--- src/rtl/ctrl_pkg.sv ---
// Shared control-word layout for the decoder and the execute/writeback stage.
// Bit positions, operand/PC-source encodings, ALU opcodes and regs_in field slices.
package ctrl_pkg;

    localparam int CW_ESC_COND_CP = 0;
    localparam int CW_ESC_CP      = 1;
    localparam int CW_ULA_A       = 2;
    localparam int CW_ULA_B_LO    = 3;
    localparam int CW_ULA_B_HI    = 4;
    localparam int CW_ESC_IR      = 5;
    localparam int CW_FONTE_LO    = 6;
    localparam int CW_FONTE_HI    = 7;
    localparam int CW_ESC_REG     = 8;
    localparam int CW_MUL         = 10;
    localparam int CW_OP_LO       = 11;
    localparam int CW_OP_HI       = 14;

    typedef enum logic [1:0] {
        UB_RT   = 2'b00,
        UB_ONE  = 2'b01,
        UB_IMM  = 2'b10,
        UB_ZERO = 2'b11
    } ula_b_e;

    typedef enum logic [1:0] {
        PC_INC  = 2'b00,
        PC_BR   = 2'b01,
        PC_JMP  = 2'b10,
        PC_INC3 = 2'b11
    } fonte_cp_e;

    localparam logic [3:0] OP_ADD  = 4'd0;
    localparam logic [3:0] OP_SUB  = 4'd1;
    localparam logic [3:0] OP_ADD2 = 4'd2;
    localparam logic [3:0] OP_AND  = 4'd3;
    localparam logic [3:0] OP_OR   = 4'd4;
    localparam logic [3:0] OP_XOR  = 4'd5;
    localparam logic [3:0] OP_SHL  = 4'd6;
    localparam logic [3:0] OP_SHR  = 4'd7;
    localparam logic [3:0] OP_ADD8 = 4'd8;
    localparam logic [3:0] OP_SUB9 = 4'd9;
    localparam logic [3:0] OP_SLT  = 4'd10;
    localparam logic [3:0] OP_ADDB = 4'd11;
    localparam logic [3:0] OP_SUBC = 4'd12;
    localparam logic [3:0] OP_NOTA = 4'd13;
    localparam logic [3:0] OP_PASB = 4'd14;

    // Field order mirrors the bit map, MSB first.
    typedef struct packed {
        logic      rsv15;
        logic [3:0] op;
        logic      mul;
        logic      rsv9;
        logic      esc_reg;
        fonte_cp_e fonte;
        logic      esc_ir;
        ula_b_e    ula_b;
        logic      ula_a;
        logic      esc_cp;
        logic      esc_cond_cp;
    } ctrl_t;

    typedef enum logic [1:0] {
        MS_IDLE = 2'd0,
        MS_BUSY = 2'd1,
        MS_DONE = 2'd2
    } mstate_e;

    function automatic logic [3:0] rd_f(input logic [11:0] r);
        return r[11:8];
    endfunction

    function automatic logic [3:0] rs_f(input logic [11:0] r);
        return r[7:4];
    endfunction

    function automatic logic [3:0] rt_f(input logic [11:0] r);
        return r[3:0];
    endfunction

endpackage

--- src/rtl/ctrl_word_exec_mul_seq.sv ---
// Sequential shift-add multiplier: one partial product per cycle, low DW bits kept.
// done is high during the cycle whose edge performs the final step.
module mul_seq #(
    parameter int DW = 16
) (
    input  logic          clk,
    input  logic          rst_n,
    input  logic          start,
    input  logic [DW-1:0] a,
    input  logic [DW-1:0] b,
    output logic          busy,
    output logic          done,
    output logic [DW-1:0] prod
);
    localparam int CW = $clog2(DW);
    localparam logic [CW-1:0] CNT_LAST = CW'(DW - 1);

    logic [DW-1:0] a_q, b_q, acc_q;
    logic [CW-1:0] cnt_q;
    logic          busy_q;

    always_ff @(posedge clk or negedge rst_n) begin
        if (!rst_n) begin
            a_q    <= '0;
            b_q    <= '0;
            acc_q  <= '0;
            cnt_q  <= '0;
            busy_q <= 1'b0;
        end else if (start) begin
            a_q    <= a;
            b_q    <= b;
            acc_q  <= '0;
            cnt_q  <= '0;
            busy_q <= 1'b1;
        end else if (busy_q) begin
            if (b_q[0]) acc_q <= acc_q + a_q;
            a_q   <= a_q << 1;
            b_q   <= b_q >> 1;
            cnt_q <= cnt_q + 1'b1;
            if (cnt_q == CNT_LAST) busy_q <= 1'b0;
        end
    end

    assign busy = busy_q;
    assign done = busy_q && (cnt_q == CNT_LAST);
    assign prod = acc_q;

endmodule

--- src/rtl/ctrl_word_exec.sv ---
// Execute/writeback stage driven by the decoder's control word: operand select,
// ALU, iterative multiply, PC update and the register file.
module ctrl_word_exec
    import ctrl_pkg::*;
#(
    parameter int             DW     = 16,
    parameter int             NREG   = 16,
    parameter logic [DW-1:0]  PC_RST = '0
) (
    input  logic          clk,
    input  logic          rst_n,
    input  logic [15:0]   ctrl_in,
    input  logic [11:0]   regs_in,
    input  logic          valid_in,
    output logic          stall,
    output logic [DW-1:0] pc,
    output logic          wb_en,
    output logic [3:0]    wb_addr,
    output logic [DW-1:0] wb_data,
    output logic          zero
);
    ctrl_t c;
    assign c = ctrl_t'(ctrl_in);

    logic [3:0] rd, rs, rt;
    assign rd = rd_f(regs_in);
    assign rs = rs_f(regs_in);
    assign rt = rt_f(regs_in);

    logic [NREG-1:0][DW-1:0] rf_q;
    logic [DW-1:0]           pc_q, pc_d, wb_data_q, wb_data_d;
    logic [3:0]              wb_addr_q, wb_addr_d, mrd_q, wa;
    logic                    wb_en_q, wb_en_d, zero_q, zero_d, mwr_q, we;
    logic [DW-1:0]           wd;
    mstate_e                 state_q, state_d;

    logic [DW-1:0] r_rs, r_rt, r_rd, op_a, op_b, imm_sx, alu_res, pc_next;
    assign r_rs   = (rs == 4'd0) ? '0 : rf_q[rs];
    assign r_rt   = (rt == 4'd0) ? '0 : rf_q[rt];
    assign r_rd   = (rd == 4'd0) ? '0 : rf_q[rd];
    assign imm_sx = {{(DW-4){rt[3]}}, rt};
    assign op_a   = c.ula_a ? r_rs : pc_q;

    always_comb begin
        op_b = '0;
        unique case (c.ula_b)
            UB_RT:   op_b = r_rt;
            UB_ONE:  op_b = {{(DW-1){1'b0}}, 1'b1};
            UB_IMM:  op_b = imm_sx;
            default: op_b = '0;
        endcase
    end

    always_comb begin
        alu_res = '0;
        case (c.op)
            OP_ADD, OP_ADD2, OP_ADD8, OP_ADDB: alu_res = op_a + op_b;
            OP_SUB, OP_SUB9, OP_SUBC:          alu_res = op_a - op_b;
            OP_AND:  alu_res = op_a & op_b;
            OP_OR:   alu_res = op_a | op_b;
            OP_XOR:  alu_res = op_a ^ op_b;
            OP_SHL:  alu_res = op_a << op_b[3:0];
            OP_SHR:  alu_res = op_a >> op_b[3:0];
            OP_SLT:  alu_res = {{(DW-1){1'b0}}, ($signed(op_a) < $signed(op_b))};
            OP_NOTA: alu_res = ~op_a;
            OP_PASB: alu_res = op_b;
            default: alu_res = '0;
        endcase
    end

    always_comb begin
        pc_next = pc_q + 1'b1;
        case (c.fonte)
            PC_BR:   if (c.esc_cond_cp && (r_rd == r_rs)) pc_next = pc_q + imm_sx;
            PC_JMP:  pc_next = {pc_q[DW-1:12], regs_in};
            default: pc_next = pc_q + 1'b1;
        endcase
    end

    // Acceptance is gated by the FSM state, not by stall: stall already rises
    // combinationally in the accept cycle of a multiply.
    logic accept, mul_start, mul_done, mul_busy;
    logic [DW-1:0] mul_prod;
    assign accept    = valid_in && (state_q == MS_IDLE);
    assign mul_start = accept && c.mul;
    assign stall     = (state_q != MS_IDLE) || mul_start;

    mul_seq #(.DW(DW)) u_mul (
        .clk   (clk),
        .rst_n (rst_n),
        .start (mul_start),
        .a     (r_rs),
        .b     (r_rt),
        .busy  (mul_busy),
        .done  (mul_done),
        .prod  (mul_prod)
    );

    always_comb begin
        state_d   = state_q;
        pc_d      = pc_q;
        zero_d    = zero_q;
        we        = 1'b0;
        wa        = rd;
        wd        = alu_res;
        wb_en_d   = 1'b0;
        wb_addr_d = wb_addr_q;
        wb_data_d = wb_data_q;
        unique case (state_q)
            MS_IDLE: begin
                if (accept) begin
                    if (c.mul) begin
                        state_d = MS_BUSY;
                    end else begin
                        zero_d = (alu_res == '0);
                        we     = c.esc_reg && (rd != 4'd0);
                        if (c.esc_cp) pc_d = pc_next;
                    end
                end
            end
            MS_BUSY: if (mul_done) state_d = MS_DONE;
            MS_DONE: begin
                state_d = MS_IDLE;
                pc_d    = pc_q + 1'b1;
                we      = mwr_q && (mrd_q != 4'd0);
                wa      = mrd_q;
                wd      = mul_prod;
            end
            default: state_d = MS_IDLE;
        endcase
        if (we) begin
            wb_en_d   = 1'b1;
            wb_addr_d = wa;
            wb_data_d = wd;
        end
    end

    always_ff @(posedge clk or negedge rst_n) begin
        if (!rst_n) begin
            state_q   <= MS_IDLE;
            pc_q      <= PC_RST;
            zero_q    <= 1'b0;
            wb_en_q   <= 1'b0;
            wb_addr_q <= '0;
            wb_data_q <= '0;
            mrd_q     <= '0;
            mwr_q     <= 1'b0;
        end else begin
            state_q   <= state_d;
            pc_q      <= pc_d;
            zero_q    <= zero_d;
            wb_en_q   <= wb_en_d;
            wb_addr_q <= wb_addr_d;
            wb_data_q <= wb_data_d;
            if (mul_start) begin
                mrd_q <= rd;
                mwr_q <= c.esc_reg;
            end
        end
    end

    always_ff @(posedge clk or negedge rst_n) begin
        if (!rst_n)  rf_q     <= '0;
        else if (we) rf_q[wa] <= wd;
    end

    logic unused_ok;
    assign unused_ok = ^{c.rsv15, c.rsv9, c.esc_ir, mul_busy};

    assign pc      = pc_q;
    assign wb_en   = wb_en_q;
    assign wb_addr = wb_addr_q;
    assign wb_data = wb_data_q;
    assign zero    = zero_q;

endmodule

--- config.mk ---
export PLATFORM = sky130hd
export DESIGN_NAME = ctrl_word_exec
export DESIGN_NICKNAME = d
export VERILOG_FILES = /design/src/rtl/ctrl_pkg.sv /design/src/rtl/ctrl_word_exec_mul_seq.sv /design/src/rtl/ctrl_word_exec.sv
export SDC_FILE = /design/constraint.sdc
export NUM_CORES = 1
export LEC_CHECK = 0
export ABC_CLOCK_PERIOD_IN_PS = 9600
export CORE_ASPECT_RATIO = 2
export CORE_UTILIZATION = 69
export CTS_CLUSTER_SIZE = 14
export DETAILED_ROUTE_END_ITERATION = 7
export PLACE_DENSITY = 0.87
export SLEW_MARGIN = 20
export SYNTH_ARGS = -nofsm -noshare
export SYNTH_HDL_FRONTEND = slang
export SYNTH_SLANG_ARGS = --single-unit
--- constraint.sdc ---
create_clock -name clk -period 9.6 [get_ports clk]
set_clock_uncertainty 0.2 [all_clocks]
set_input_delay 1.92 -clock clk [delete_from_list [all_inputs] [get_ports clk]]
set_output_delay 1.92 -clock clk [all_outputs]
set_load 0.05 [all_outputs]
==> metrics, run 1 <==
area of the mapped netlist=0.0268 mm2; CTS max path bufs=3; input/output buffers=66; Syn Area/Cell=10.8 um2; Distinct cells, synth=96; grt ovf=4; register area share after synthesis=33.1%; dpl cell area=0.0279 mm2; Synth Warn #=0; number of core rows=101; number of flops mapped to enable cells by yosys=0; Async SR Flop Fraction=100%; Mapped Cells=2482; placed wire-length estimate=73400 um; clk sinks=354; routability cong.=1.14; Die W=141 um; pin count of the biggest net entering global routing=156; Die H=280 um; setup bufs post-CTS=0; Synthesized Nets=2600; Halt Reason=[ERROR GRT-0116] Global routing finished with congestion. Check the congestion regions in the DRC Viewer.; outcome=aborted with a tool error; Root Driver=clkbuf_16; Stopped at=global routing; CTS H-Tree Depth=1; Total GRT Usage=59.6%; I/O pins=70; Starting Density=70.3%; first-pass GRT wire length=170000 um; vias in the first global route=26500; hold buffers post-CTS=0; Most used DFF post-synth=dfrtp_1; CTS buffer count=30; post_cts resized=0; #FFs+latches synth=354; DP Worst Slack=1070 ps
## metrics by stage
| step | std cells | util (%) |
|---|---|---|
| 4_1_cts | 3006 | 75.7 |
| 3_3_place_gp | 2963 | 73.4 |
| 3_5_place_dp | 2963 | 73.4 |
| 2_1_floorplan | 2482 | - |
## cell usage after synthesis (18+ instances only)
library cell  instances  area (um2)
dfrtp_1             354        8860
mux2_2              296        3330
mux4_2              162        3650
mux2i_1             154        1540
nor2_1              153         574
nand2_1             149         559
a21oi_1             133         666
clkbuf_1            128         480
ha_1                 83        1040
o21ai_0              82         410
inv_1                68         255
nand3_1              44         220
nor3_1               42         210
buf_2                41         205
o22ai_1              35         219
a221oi_1             34         298
nor2b_1              31         194
xnor2_1              28         245
nand2b_1             23         144
a211oi_1             22         165
a22oi_1              22         165
a31oi_1              20         125
and3_1               20         125
xor2_1               18         158
## kinds of logic after synthesis
family                     count (synthesis)  share of synthesized area, %
DFF                                      354                          33.1
AOI/OAI and AO/OA                        539                          14.0
adders and majority gates                 87                          4.18
and+or+nand+nor                          554                          10.1
buffers and inverters                    280                          4.76
muxes                                    622                          32.3
xor gates and xnor gates                  46                          1.51
## per-layer routing
layer,global-route usage (%),GRT overflow
met4,63.2,2
met3,30.6,0
met1,56.7,0
met5,6.68,0
met2,87.8,2
==> run 2, diff against run 1 <==
--- a/config.mk
+++ b/config.mk
@@ -6,11 +6,9 @@
 export NUM_CORES = 1
 export LEC_CHECK = 0
 export ABC_CLOCK_PERIOD_IN_PS = 9600
-export CORE_ASPECT_RATIO = 2
-export CORE_UTILIZATION = 69
-export CTS_CLUSTER_SIZE = 14
+export CORE_UTILIZATION = 40
 export DETAILED_ROUTE_END_ITERATION = 7
-export PLACE_DENSITY = 0.87
+export PLACE_DENSITY_LB_ADDON = 0.15
 export SLEW_MARGIN = 20
 export SYNTH_ARGS = -nofsm -noshare
 export SYNTH_HDL_FRONTEND = slang
==> run 2 against run 1 <==
Synthesized cell count unchanged. The flow now finishes, with violations (design-rule violations). Area after synthesis is the same.
==> metrics, run 2 <==
max cap viols=0; #FFs+latches synth=354; WS Path Type=in -> reg; worst vdd ir=120 uV; Core ar.=0.0660 mm2; worst r2r dst=rf_q[221]; register area share after synthesis=33.1%; worst endpoint required time=9840 ps; Die H=261 um; worst-path cell with the longest stage delay=clkdlybuf4s50_1; max FFs per register=256; I/O pins=70; first-pass GRT wire length=146000 um; Leak=13.1 nW; reg-to-reg startpoint=rf_q[117]; setup bufs post-CTS=0; outcome=finished, violations left; initial antenna violation count=1; crit path cell chain=clkdlybuf4s50_1 -> mux4_2 -> mux2i_1 -> mux2i_1 -> mux2i_2 -> inv_1 -> ha_1 -> nor3_1 -> a2111oi_0 -> o21ai_0 -> a2111o_1 -> a31oi_1 -> o211ai_1 -> a211oi_1 -> buf_4 -> o221ai_1 -> buf_4 -> mux2_2 -> buf_12 -> mux2_2; final core utilization=45.2%; share of layout cells above drive strength 1=27.8%; Syn Area/Cell=10.8 um2; Max stage delay on crit path=990 ps; FF/Latch Area=0.00886 mm2; Distinct cells, synth=96; number of core rows=94; DRT Pass-1 Iters=8; Max-slew headroom=29.8%; Die W=261 um; placed wire-length estimate=68800 um; Starting Density=40.6%; most instantiated cells after synthesis=354 x dfrtp_1, 296 x mux2_2, 162 x mux4_2, 154 x mux2i_1, 153 x nor2_1; violated checks=design-rule violations; CTS tree=yes; antenna-violating nets left=0; most frequent cells in the layout=353 x dfrtp_1, 296 x mux2_2, 162 x mux4_2; vias in the first global route=21600; Multi-input gate area=0.0166 mm2; Worst setup EP type=flop; Post-Route WL=98100 um; crit share post-route=82.5%; largest family of logic cells by synthesized area=multiplexers; Mapped Cells=2482; CTS max path bufs=3; WL per Instance=28.9 um; Post-Synth XOR/XNOR Area=1.51%; Clk Latency, worst-skew pair=580 ps; Setup Viol. Count Final=0; final hold slack=195 ps; Layout area overhead=11.4%; Area contributors post-synth=dfrtp_1 33%, mux4_2 14%, mux2_2 12%; HP Class=reg -> reg; CP max FO=16; commonest non-fill, non-tap cell in the layout=dfrtp_1; final max-slew violation count=0; number of flops mapped to enable cells by yosys=0; area of the mapped netlist=0.0268 mm2; mux cell area share after synthesis=32.3%; Biggest register=rf_q; count leader, synth=dfrtp_1; total number of vias=21700; DRC errors left=10; pwr dens=206 mW/mm2; die area=0.0679 mm2; Synthesized Nets=2600; CP startpoint=regs_in[4]; DR vias/cell=6.39; reg-to-reg slack, setup=3590 ps; R2R cell count=19; initial DRC count=1939; Fin Setup TNS=0 ps; input/output buffers=66; clk sinks=354; Synth area leader=dfrtp_1; Synth Warn #=0; Most used DFF post-synth=dfrtp_1; Root Driver=clkbuf_16; WP data arrival=8160 ps; Setup crit end=rf_q[221]; crit path launch type=primary input; fmax=126 MHz; grt ovf=0; fin area=0.0298 mm2; final-layout fill cell count=6156; Async SR Flop Fraction=100%; Worst Tran Pin Value=1020 ps; hold buffers post-CTS=0; post_cts resized=0; Layout Nets=2614; dpl cell area=0.0284 mm2; simple-gate share of the synthesized area=10.1%; routability cong.=0.955; Synth top area share=33.1%; Total GRT Usage=29.1%; CTS H-Tree Depth=2; adder-cell area share of the yosys netlist=4.18%; CTS buffer count=42; pin count of the biggest net entering global routing=152; min cycle time layout=7920 ps; Reg clk slew, reported paths=60 ps; post-synthesis compound-gate area fraction=14.0%; Final Hold Vio Count=0; RSZ-0062 raised after global routing=false
-- run 2: cell counts after synthesis --
No cell type changed its count.
-- run 2: final cells by class --
class | count | share of cell area (%)
Multi-Input combinational cell | 1848 | 55.9
Sequential cell | 354 | 29.7
Timing Repair Buffer | 175 | 5.08
Clock buffer | 58 | 4.14
Tap cell | 864 | 3.63
Inverter | 75 | 0.953
Clock inverter | 16 | 0.575
Antenna cell | 2 | 0.0168
-- run 2: logic make-up (layout without fill, tap and decap cells) --
group | count (synthesis) | after routing
AOI/OAI and AO/OA | 539 | 539
other | 0 | 2
muxes | 622 | 622
xor gates and xnor gates | 46 | 46
DFF | 354 | 354
and+or+nand+nor | 554 | 554
adders and majority gates | 87 | 87
buffers and inverters | 280 | 324
-- run 2: power by group --
part | switching [W] | internal (W) | leakage [nW]
registers | 0.000278 | 0.00172 | 4.68
logic | 0.00151 | 0.000961 | 7.73
clock network | 0.000675 | 0.000977 | 0.695
-- run 2: worst min-delay path by stage --
stage	start	cells after the start	slack, ps	endpoint
final	rf_q[6]	0	200	rf_q[6]
after detailed placement	rf_q[11]	0	180	rf_q[11]
after global routing	rf_q[7]	0	210	rf_q[7]
after CTS	rf_q[11]	0	200	rf_q[11]
after global placement	rf_q[9]	0	180	rf_q[9]
after floorplan	rf_q[10]	1	240	rf_q[10]
-- run 2: worst max-delay path, delay by kind of cell --
family | cells | cell delay [ps]
simple gates | 1 | 80
buf+inv | 5 | 1580
fa+ha+maj | 1 | 360
compound gates | 7 | 2220
mux | 6 | 1940
-- run 2: layer usage --
layer,global-route usage [%],up-vias,wire length [um]
li1,-,9493,-
met5,0,-,0
met4,12.9,0,4850
met2,46.7,894,45500
met3,4.64,210,6870
met1,38.7,11100,40800
-- run 2: metrics by stage --
step                total power [W]  setup slack, ps  cells
floorplan                   0.00361             2270   2482
global placement            0.00443             1330   3315
detailed placement          0.00447             1300   3315
CTS                         0.00614             1850   3389
global route                0.00644             1510   3390
finish                      0.00613             1680   3392
Note: power is estimated with default switching activity, not from simulation.
==> run 3, diff against run 2 <==
--- a/config.mk
+++ b/config.mk
@@ -5,7 +5,7 @@
 export SDC_FILE = /design/constraint.sdc
 export NUM_CORES = 1
 export LEC_CHECK = 0
-export ABC_CLOCK_PERIOD_IN_PS = 9600
+export ABC_CLOCK_PERIOD_IN_PS = 7550
 export CORE_UTILIZATION = 40
 export DETAILED_ROUTE_END_ITERATION = 7
 export PLACE_DENSITY_LB_ADDON = 0.15
==> constraint.sdc (replaced) <==
create_clock -name clk -period 7.55 [get_ports clk]
set_clock_uncertainty 0.2 [all_clocks]
set_input_delay 1.51 -clock clk [delete_from_list [all_inputs] [get_ports clk]]
set_output_delay 1.51 -clock clk [all_outputs]
set_load 0.05 [all_outputs]
==> run 3 against run 2 <==
The run still ends with design-rule violations left. Power up 31%. Sequential cell count unchanged. Largest cell class unchanged. Highest routed layer is now met5. Combinational power grew 32%. Count of clock-buffer cells in the layout fell by 6. Largest power group unchanged. Die area did not move.
==> metrics, run 3 (synthesized netlist as in run 2, its figures left out) <==
outcome=finished, violations left; violated checks=design-rule violations; antenna-violating nets left=0; Fin Setup TNS=0 ps; routability cong.=0.990; Core ar.=0.0660 mm2; Root Driver=clkbuf_16; Worst setup EP type=flop; crit path cell chain=buf_4 -> buf_4 -> buf_4 -> mux2i_1 -> a22oi_1 -> nand3_1 -> o221ai_4 -> ha_1 -> inv_1 -> fa_1 -> or2_2 -> a221oi_1 -> o211a_1 -> nor3_1 -> nor3_1 -> xnor2_1 -> nor2_1 -> nor4_2 -> a21oi_1 -> buf_4 -> mux2_2; Max stage delay on crit path=470 ps; pwr dens=261 mW/mm2; Starting Density=40.6%; fmax=145 MHz; RSZ-0062 raised after global routing=false; met3 Usage GRT=4.07%; CP dominant cell by count=buf_4; total number of vias=22400; share of layout cells above drive strength 1=30.4%; I/O pins=70; Biggest register=rf_q; final max-slew violation count=0; initial DRC count=2293; CTS H-Tree Depth=2; commonest non-fill, non-tap cell in the layout=dfrtp_1; vias in the first global route=22400; number of core rows=94; Reg clk slew, reported paths=60 ps; Worst Tran Pin Value=1050 ps; CTS tree=yes; worst vdd ir=156 uV; Die H=261 um; most crowded layer after global routing=met2; DRC errors left=14; crit share post-route=91.6%; Global Route met1 Usage=39.4%; WL per Instance=28.8 um; worst-path cell with the longest stage delay=fa_1; pin count of the biggest net entering global routing=151; Setup Viol. Count Final=0; Max-slew headroom=29.2%; DR vias/cell=6.43; met2 Use GR=48.3%; max cap viols=0; Final Hold Vio Count=0; worst endpoint required time=7810 ps; WS Path Type=in -> reg; die area=0.0679 mm2; Layout area overhead=14.7%; CP max FO=16; clk sinks=354; CTS buffer count=41; WP data arrival=7170 ps; Total GRT Usage=29.7%; grt ovf=0; Leak=13.7 nW; most frequent cells in the layout=353 x dfrtp_1, 296 x mux2_2, 203 x buf_4; WP buf/inv=5; HP Class=reg -> reg; hold buffers post-CTS=0; initial antenna violation count=2; Tot Pwr=0.00801 W; CTS max path bufs=3; post_cts resized=0; setup bufs post-CTS=0; CP delay by family, top=simple AND/OR/NAND/NOR gates; Die W=261 um; max FFs per register=256; crit path launch type=primary input; input/output buffers=66; min cycle time layout=6910 ps; placed wire-length estimate=72400 um; Clk Latency, worst-skew pair=580 ps; Post-Route WL=100000 um; DRT Pass-1 Iters=7; first-pass GRT wire length=149000 um; Layout Nets=2717
-- run 3: cell types whose count changed in the layout (fill, tap and decap cells not counted), sizes merged --
cell,delta
clkbuf,-6
clkinvlp,-2
bufinv,+4
clkinv,-1
diode,-1
buf,+104
-- run 3: per-layer routing --
metal | wire (um) | part of all wire [%]
met1 | 42300 | 42
met2 | 47100 | 47
met3 | 6370 | 6.3
met4 | 4620 | 4.6
met5 | 17 | 0.017
-- run 3: final cells by class --
cell class                      count  area [um2]
Antenna cell                        1        2.50
Fill cell                        5989       35300
Inverter                           75         284
Multi-Input combinational cell   1848       16700
Sequential cell                   354        8860
Tap cell                          864        1080
Timing Repair Buffer              279        2410
Clock buffer                       52        1140
Clock inverter                     17         268
-- run 3: report_power, final --
| part | leakage, nW | internal (W) | total, W | switching [W] |
|---|---|---|---|---|
| clock network | 0.698 | 0.00130 | 0.00216 | 0.000855 |
| registers | 4.68 | 0.00219 | 0.00257 | 0.000373 |
| logic | 8.28 | 0.00132 | 0.00328 | 0.00196 |
-- run 3: worst register-to-register path, cell delays in order, from the launching register on --
cell and delay (ps):
dfrtp_1 410, mux4_2 480, mux4_2 590, a21oi_1 420, ha_1 230, nand2_1 80, a2111oi_0 490, o21ai_0 180
buf_4 180, a2111o_1 430, a31oi_1 190, buf_4 160, o211ai_1 100, a211oi_1 240, buf_4 160, o221ai_1 110
buf_4 180, mux2_2 290, buf_12 160, mux2_2 310
-- run 3: final timing paths --
| path | cells past startpoint | slack, ps | start | endpoint |
|---|---|---|---|---|
| min in group asynchronous | 1 | 690 | rst_n | u_mul.cnt_q[2] |
| min reg2reg | 0 | 190 | rf_q[4] | rf_q[4] |
| min | 0 | 190 | rf_q[4] | rf_q[4] |
| max | 21 | 640 | regs_in[0] | rf_q[204] |
| max reg2reg | 19 | 1850 | rf_q[249] | rf_q[237] |
| max in group asynchronous | 2 | 5130 | rst_n | pc[15] |
-- run 3: stage by stage --
step                      cell area (um2)  instances  hold slack (ps)  setup slack (ps)  util, %
after floorplan                     26800       2482              241               633        -
after global placement              29300       3420              181               213     44.4
after detailed placement            29300       3420              184               149     44.4
after CTS                           30700       3489              196               736     46.5
after global routing                30700       3489              212               344     46.5
final                               30700       3490              193               635     46.5
